$ cat config.mk
export PLATFORM = sky130hd
export DESIGN_NAME = stream_minmax_tracker
export DESIGN_NICKNAME = d
export VERILOG_FILES = /design/src/rtl/stream_minmax_tracker_pkg.sv /design/src/rtl/stream_minmax_tracker_mag.sv /design/src/rtl/stream_minmax_tracker.sv
export SDC_FILE = /design/constraint.sdc
export NUM_CORES = 1
export LEC_CHECK = 0
export CAP_MARGIN = 10
export CELL_PAD_IN_SITES_DETAIL_PLACEMENT = 1
export CELL_PAD_IN_SITES_GLOBAL_PLACEMENT = 1
export CORE_UTILIZATION = 36
export DETAILED_ROUTE_END_ITERATION = 8
export GPL_TIMING_DRIVEN = 0
export PLACE_DENSITY = 0.76
export SETUP_SLACK_MARGIN = 0.4
export SLEW_MARGIN = 20
export SYNTH_ARGS = -nofsm -noshare
export SYNTH_HDL_FRONTEND = slang
export SYNTH_SLANG_ARGS = --single-unit
$ cat constraint.sdc
create_clock -name clk -period 3 [get_ports clk]
set_clock_uncertainty 0.2 [all_clocks]
set_input_delay 0.45 -clock clk [delete_from_list [all_inputs] [get_ports clk]]
set_output_delay 0.45 -clock clk [all_outputs]
set_load 0.01 [all_outputs]
$ cat src/rtl/stream_minmax_tracker_pkg.sv
// Shared types and constants for the streaming min/max tracker.
package stream_minmax_tracker_pkg;

   // Frame FSM: collecting the first beat, accumulating, holding a result.
   typedef enum logic [1:0] {
      ST_IDLE  = 2'd0,
      ST_ACCUM = 2'd1,
      ST_HOLD  = 2'd2
   } state_t;

   localparam int DEF_WIDTH = 32;
   localparam int DEF_IDX_W = 8;
   localparam int MAX_BEATS = 2 ** DEF_IDX_W;

   // Longest frame for a given index width; a frame reaching this many
   // beats without in_last is closed and flagged truncated.
   function automatic int max_beats(input int idx_w);
      return 2 ** idx_w;
   endfunction

endpackage

$ cat src/rtl/stream_minmax_tracker_mag.sv
// Combinational magnitude comparator, unsigned or two's-complement signed.
module mag_cmp #(
   parameter int WIDTH = 32
) (
   input  logic [WIDTH-1:0] a,
   input  logic [WIDTH-1:0] b,
   input  logic             is_signed,
   output logic             gt,
   output logic             lt,
   output logic             eq
);

   logic [WIDTH-1:0] a_key;
   logic [WIDTH-1:0] b_key;

   // Flipping the sign bit maps two's-complement order onto unsigned order,
   // so one unsigned comparator serves both modes.
   assign a_key = {a[WIDTH-1] ^ is_signed, a[WIDTH-2:0]};
   assign b_key = {b[WIDTH-1] ^ is_signed, b[WIDTH-2:0]};

   assign gt = (a_key > b_key);
   assign lt = (a_key < b_key);
   assign eq = (a_key == b_key);

endmodule

$ cat src/rtl/stream_minmax_tracker.sv
// Streaming frame tracker: reports max/min values, their first beat index,
// beat count and termination cause of each frame over valid/ready.
module stream_minmax_tracker
   import stream_minmax_tracker_pkg::*;
#(
   parameter int WIDTH = DEF_WIDTH,
   parameter int IDX_W = DEF_IDX_W
) (
   input  logic             clk,
   input  logic             rst_n,
   input  logic             flush,
   input  logic             signed_mode,
   input  logic             in_valid,
   output logic             in_ready,
   input  logic [WIDTH-1:0] in_data,
   input  logic             in_last,
   output logic             out_valid,
   input  logic             out_ready,
   output logic [WIDTH-1:0] out_max,
   output logic [WIDTH-1:0] out_min,
   output logic [IDX_W-1:0] out_max_idx,
   output logic [IDX_W-1:0] out_min_idx,
   output logic [IDX_W:0]   out_count,
   output logic             out_signed,
   output logic             out_trunc
);

   localparam logic [IDX_W:0] FULL_CNT = (IDX_W + 1)'(max_beats(IDX_W));

   state_t           state;
   state_t           state_nxt;
   logic             accept;
   logic [IDX_W-1:0] beat_idx;
   logic [IDX_W:0]   cnt_nxt;
   logic             at_limit;
   logic             closing;
   logic [2:0]       rel_max;   // {gt, eq, lt} of in_data vs running max
   logic [2:0]       rel_min;   // {gt, eq, lt} of in_data vs running min
   logic             upd_max;
   logic             upd_min;

   assign in_ready  = (state != ST_HOLD);
   assign out_valid = (state == ST_HOLD);

   // A beat presented together with flush is dropped.
   assign accept   = in_valid && in_ready && !flush;
   assign beat_idx = (state == ST_IDLE) ? '0 : out_count[IDX_W-1:0];
   assign cnt_nxt  = {1'b0, beat_idx} + (IDX_W + 1)'(1);
   assign at_limit = (cnt_nxt == FULL_CNT);
   assign closing  = accept && (in_last || at_limit);

   mag_cmp #(.WIDTH(WIDTH)) u_cmp_max (
      .a        (in_data),
      .b        (out_max),
      .is_signed(out_signed),
      .gt       (rel_max[2]),
      .eq       (rel_max[1]),
      .lt       (rel_max[0])
   );

   mag_cmp #(.WIDTH(WIDTH)) u_cmp_min (
      .a        (in_data),
      .b        (out_min),
      .is_signed(out_signed),
      .gt       (rel_min[2]),
      .eq       (rel_min[1]),
      .lt       (rel_min[0])
   );

   // Strict compares only: a tie keeps the earlier index.
   assign upd_max = (rel_max == 3'b100);
   assign upd_min = (rel_min == 3'b001);

   // State register.
   always_ff @(posedge clk or negedge rst_n) begin
      if (!rst_n) state <= ST_IDLE;
      else        state <= state_nxt;
   end

   // Next-state logic; flush overrides every transition.
   always_comb begin
      state_nxt = state;
      if (flush) begin
         state_nxt = ST_IDLE;
      end else begin
         case (state)
            ST_IDLE:  if (accept)    state_nxt = closing ? ST_HOLD : ST_ACCUM;
            ST_ACCUM: if (closing)   state_nxt = ST_HOLD;
            ST_HOLD:  if (out_ready) state_nxt = ST_IDLE;
            default:                 state_nxt = ST_IDLE;
         endcase
      end
   end

   // Running result registers double as the held output; they only move on
   // an accepted beat, so they stay stable throughout HOLD and after flush.
   always_ff @(posedge clk or negedge rst_n) begin
      if (!rst_n) begin
         out_max     <= '0;
         out_min     <= '0;
         out_max_idx <= '0;
         out_min_idx <= '0;
         out_count   <= '0;
         out_signed  <= 1'b0;
         out_trunc   <= 1'b0;
      end else if (accept) begin
         out_count <= cnt_nxt;
         out_trunc <= at_limit && !in_last;
         if (state == ST_IDLE) begin
            out_max     <= in_data;
            out_min     <= in_data;
            out_max_idx <= '0;
            out_min_idx <= '0;
            out_signed  <= signed_mode;
         end else begin
            if (upd_max) begin
               out_max     <= in_data;
               out_max_idx <= beat_idx;
            end
            if (upd_min) begin
               out_min     <= in_data;
               out_min_idx <= beat_idx;
            end
         end
      end
   end

endmodule

==> key figures <==
Pwr
  • Switching portion of total power: 36.8%
  • Power per standard cell area: 857 mW/mm2
  • Clk network pwr share: 15.5%
  • Sequential Power Share: 28.7%
  • Pwr Total: around 7.5 mW
  • Max VDD drop: 397 uV
  • Logic pwr share: 55.7%
  • Pint: 4.75 mW
  • Sw power: approximately 2.8 mW
  • Static leakage: 4.11 nW

Global routing
  • Largest net degree at the start of global routing: 60
  • Antenna violations before repair: 0
  • Total GRT Usage: 23.3%
  • Grt ovf: 0
  • First-pass GRT wire length: 29700 um
  • Vias in the first global route: 5486

Synthesis
  • Synthesized area per cell: 10.4 um2
  • Post-Synth Adder-Cell Area: 14.2%
  • Ys Warns: 0
  • Synthesis-stage register bit count: 93
  • Synth Area in Compound Gates: between 10% and 20%
  • Ys flop type: dfrtp_1
  • Synth async-reset ratio: 100%
  • Largest family of logic cells by synthesized area: multiplexers
  • Share of the yosys chip area belonging to registers: between 40 and 50%
  • Mapped cell area: 0.00581 mm2
  • Synth Area in Simple Gates: 11.7%
  • EDFF count, synth: 0
  • Gate count of the mapped netlist: ~560
  • Synth cell types: 52
  • Mux contribution to synthesized area: 15.9%
  • XOR/XNOR Fraction of Synth Area: 0.603%
  • Synth Net Count: 663

STA
  • Pin slew with the least headroom to its limit: 0.751 ns
  • Pins over their slew limit: 0
  • Worst slew margin: 49.7%
  • RSZ-0062 raised after global routing: yes
  • Final WS setup: 0.00243 ns
  • Hold slack: 0.177 ns
  • Final hold violations: 0
  • Fmax: 0.334 GHz
  • Final min period: between 2 and 3 ns
  • Sum Neg Setup Slack: 0 ns
  • Final period utilization: 99.9%
  • Setup-failing EPs final: 0

Critical path
  • Crit-path max FO: 10
  • End of the critical path: out_max[20]
  • Startpoint Class: flip-flop
  • Critical path required time: 3.03 ns
  • Crit. Startpoint: out_signed
  • Crit end category: flip-flop
  • Critical path class: flip-flop to flip-flop
  • Critical Path AT: 3.03 ns
  • R2R Path Start: out_signed
  • Flop-to-flop setup slack: between 0.002 and 0.0025 ns
  • R2R cell count: 9
  • RR Endpoint: out_max[20]

CTS
  • H-tree levels: 3
  • Clock Pin Slew Worst Setup and Hold Paths: approximately 0.070 ns
  • CTS tree: built
  • Root buffer cell: clkbuf_16
  • Worst-Skew Late Latency: 0.35 ns
  • Clk buf depth: 2
  • Total CTS buffers: 9
  • Clock Sink Count: 93

Die
  • Io pins: 132
  • CORE AREA: 0.0158 mm2
  • Die height: between 100 and 150 um
  • Starting density of the core: 36.7%
  • # rows: 46
  • Die X: 129 um
  • Die area: between 0.015 and 0.02 mm2

Hold path
  • Type of the tightest min-delay check: primary input to flip-flop
  • Min-Delay Startpoint: in_data[0]

Run status
  • Status: complete, no violations

Layout
  • Fill count: 1677
  • Final net count: 859
  • Finished Cell Area: approximately 0.0088 mm2
  • Share of cells above drive strength 1: between 20% and 30%
  • Layout area overhead: 50.7%
  • Finished Layout Cells: 975
  • Antenna Cells: 0
  • Post-layout util: 55.4%

Drt
  • Drt pass-1 iters: 6
  • Vias per inst: slightly above 5
  • Total wire length: between 15000 and 20000 um
  • Antenna Violating Nets Remaining: 0
  • Avg WL per Cell: 19.6 um
  • Vias: 5025
  • Detailed router's first-iteration violation count: 212
  • # DRC: 0

Run
  • Max-cap violations: 0

Placement
  • Pre-CTS setup slack: -0.738 ns
  • Placed Area: ~0.0076 mm2
  • Routability Congestion: 0.879
  • Port bufs: 131
  • Dpl hpwl: 12800 um
  • Placed insts: 906
==> critical path, cell delays in order, from the launching register on <==
cell and delay (ns):
dfrtp_2 0.44, xor2_2 0.19, ha_1 0.30, nand4_1 0.17
nor4_4 0.38, nand2_1 0.15, nor4b_4 0.31, a311o_4 0.25
buf_12 0.17, mux2_4 0.31
==> cell usage after synthesis, types with 2 or more instances <==
cell | instances | area, um2
nand3_1 | 23 | 115
a21o_1 | 6 | 45.0
a21oi_1 | 24 | 120
a211oi_1 | 5 | 37.5
o221ai_1 | 2 | 17.5
buf_12 | 3 | 60.1
nor3_1 | 3 | 15.0
ha_1 | 66 | 826
mux2_2 | 34 | 383
mux2_4 | 30 | 450
nand2_1 | 52 | 195
o21ai_0 | 22 | 110
xor2_1 | 2 | 17.5
a31oi_1 | 4 | 25.0
a41oi_1 | 5 | 43.8
nand4_1 | 14 | 87.6
xnor2_1 | 2 | 17.5
nor2_1 | 27 | 101
o22ai_1 | 2 | 12.5
o21a_1 | 5 | 37.5
and4_1 | 3 | 26.3
clkbuf_1 | 11 | 41.3
nand2b_1 | 3 | 18.8
a21boi_0 | 2 | 15.0
and3_1 | 8 | 50.1
buf_2 | 3 | 15.0
nor4_1 | 2 | 12.5
o31ai_1 | 2 | 15.0
dfrtp_1 | 93 | 2330
inv_1 | 69 | 259
mux2i_1 | 9 | 90.1
o2111ai_1 | 2 | 17.5
==> layer usage <==
metal	vias to the layer above	share of wire [%]	GRT usage, %	wire (um)
li1	2360	-	-	-
met5	-	0	0	0
met1	2542	44	30.1	8470
met3	15	2.8	2.52	535
met2	108	52	41.0	9850
met4	0	1.4	7.40	261
==> layout make-up <==
| type | count | area, um2 | area share, % |
|---|---|---|---|
| Tap cell | 216 | 270 | 3.08 |
| Sequential cell | 93 | 2330 | 26.6 |
| Clock buffer | 12 | 246 | 2.81 |
| Buffer | 17 | 204 | 2.33 |
| Multi-Input combinational cell | 379 | 3560 | 40.6 |
| Inverter | 69 | 272 | 3.10 |
| Timing Repair Buffer | 185 | 1830 | 20.9 |
| Clock inverter | 4 | 47.5 | 0.542 |
==> kinds of logic after synthesis <==
| family | count (synthesis) |
|---|---|
| AOI/OAI and AO/OA | 93 |
| buffers and inverters | 86 |
| adders and majority gates | 66 |
| and+or+nand+nor | 143 |
| xor gates and xnor gates | 4 |
| muxes | 73 |
| DFF | 93 |
==> placed cells by master (no fill, tap or decap), types with 7 or more instances in the layout <==
cell type | synthesis | layout
a21oi_1 | 24 | 21
and3_1 | 8 | 7
buf_12 | 3 | 8
buf_4 | 0 | 34
buf_6 | 0 | 15
clkbuf_1 | 11 | 7
clkbuf_16 | 0 | 10
clkdlybuf4s50_1 | 0 | 103
dfrtp_1 | 93 | 91
dlygate4sd2_1 | 0 | 24
ha_1 | 66 | 51
ha_4 | 0 | 14
inv_1 | 69 | 63
mux2_2 | 34 | 25
mux2_4 | 30 | 39
mux2i_1 | 9 | 9
nand2_1 | 52 | 48
nand3_1 | 23 | 21
nand4_1 | 14 | 14
nor2_1 | 27 | 26
o21ai_0 | 22 | 17
==> repair_timing <==
action | in CTS | in global routing
hold buffers | 1 | 0
cloned | 3 | 0
pin swaps | 26 | 17
setup endpoints to repair | 86 | 85
gates resized for setup | 96 | 41
buffers inserted | 38 | 11
hold endpoints to repair | 34 | 0
==> registers in the layout, summed over array words and instances (netlist names) <==
name         cells
out_trunc        1
out_signed       1
out_max_idx      8
state            2
out_count        9
out_min         32
out_max         32
out_min_idx      8
==> how the worst min path moves through the flow <==
stage                               to  slack, ns  cells after the start
after floorplan           out_count[0]      -0.05                      0
after global placement    out_count[8]       0.26                      1
after detailed placement   out_min[23]       0.17                      1
after CTS                    out_trunc       0.32                      2
after global routing        out_min[0]       0.19                      2
final                       out_min[0]       0.18                      2
==> power by group through the flow <==
stage | sequential (mW) | combinational (mW) | clock (mW)
6_report | 2.16 | 4.19 | 1.17
5_1_grt | 2.22 | 4.55 | 1.25
3_3_place_gp | 2.12 | 3.50 | 0
3_5_place_dp | 2.15 | 3.63 | 0
4_1_cts | 2.14 | 4.04 | 1.20
2_1_floorplan | 2.26 | 1.86 | 0
Power figures use the tool's default switching activity.
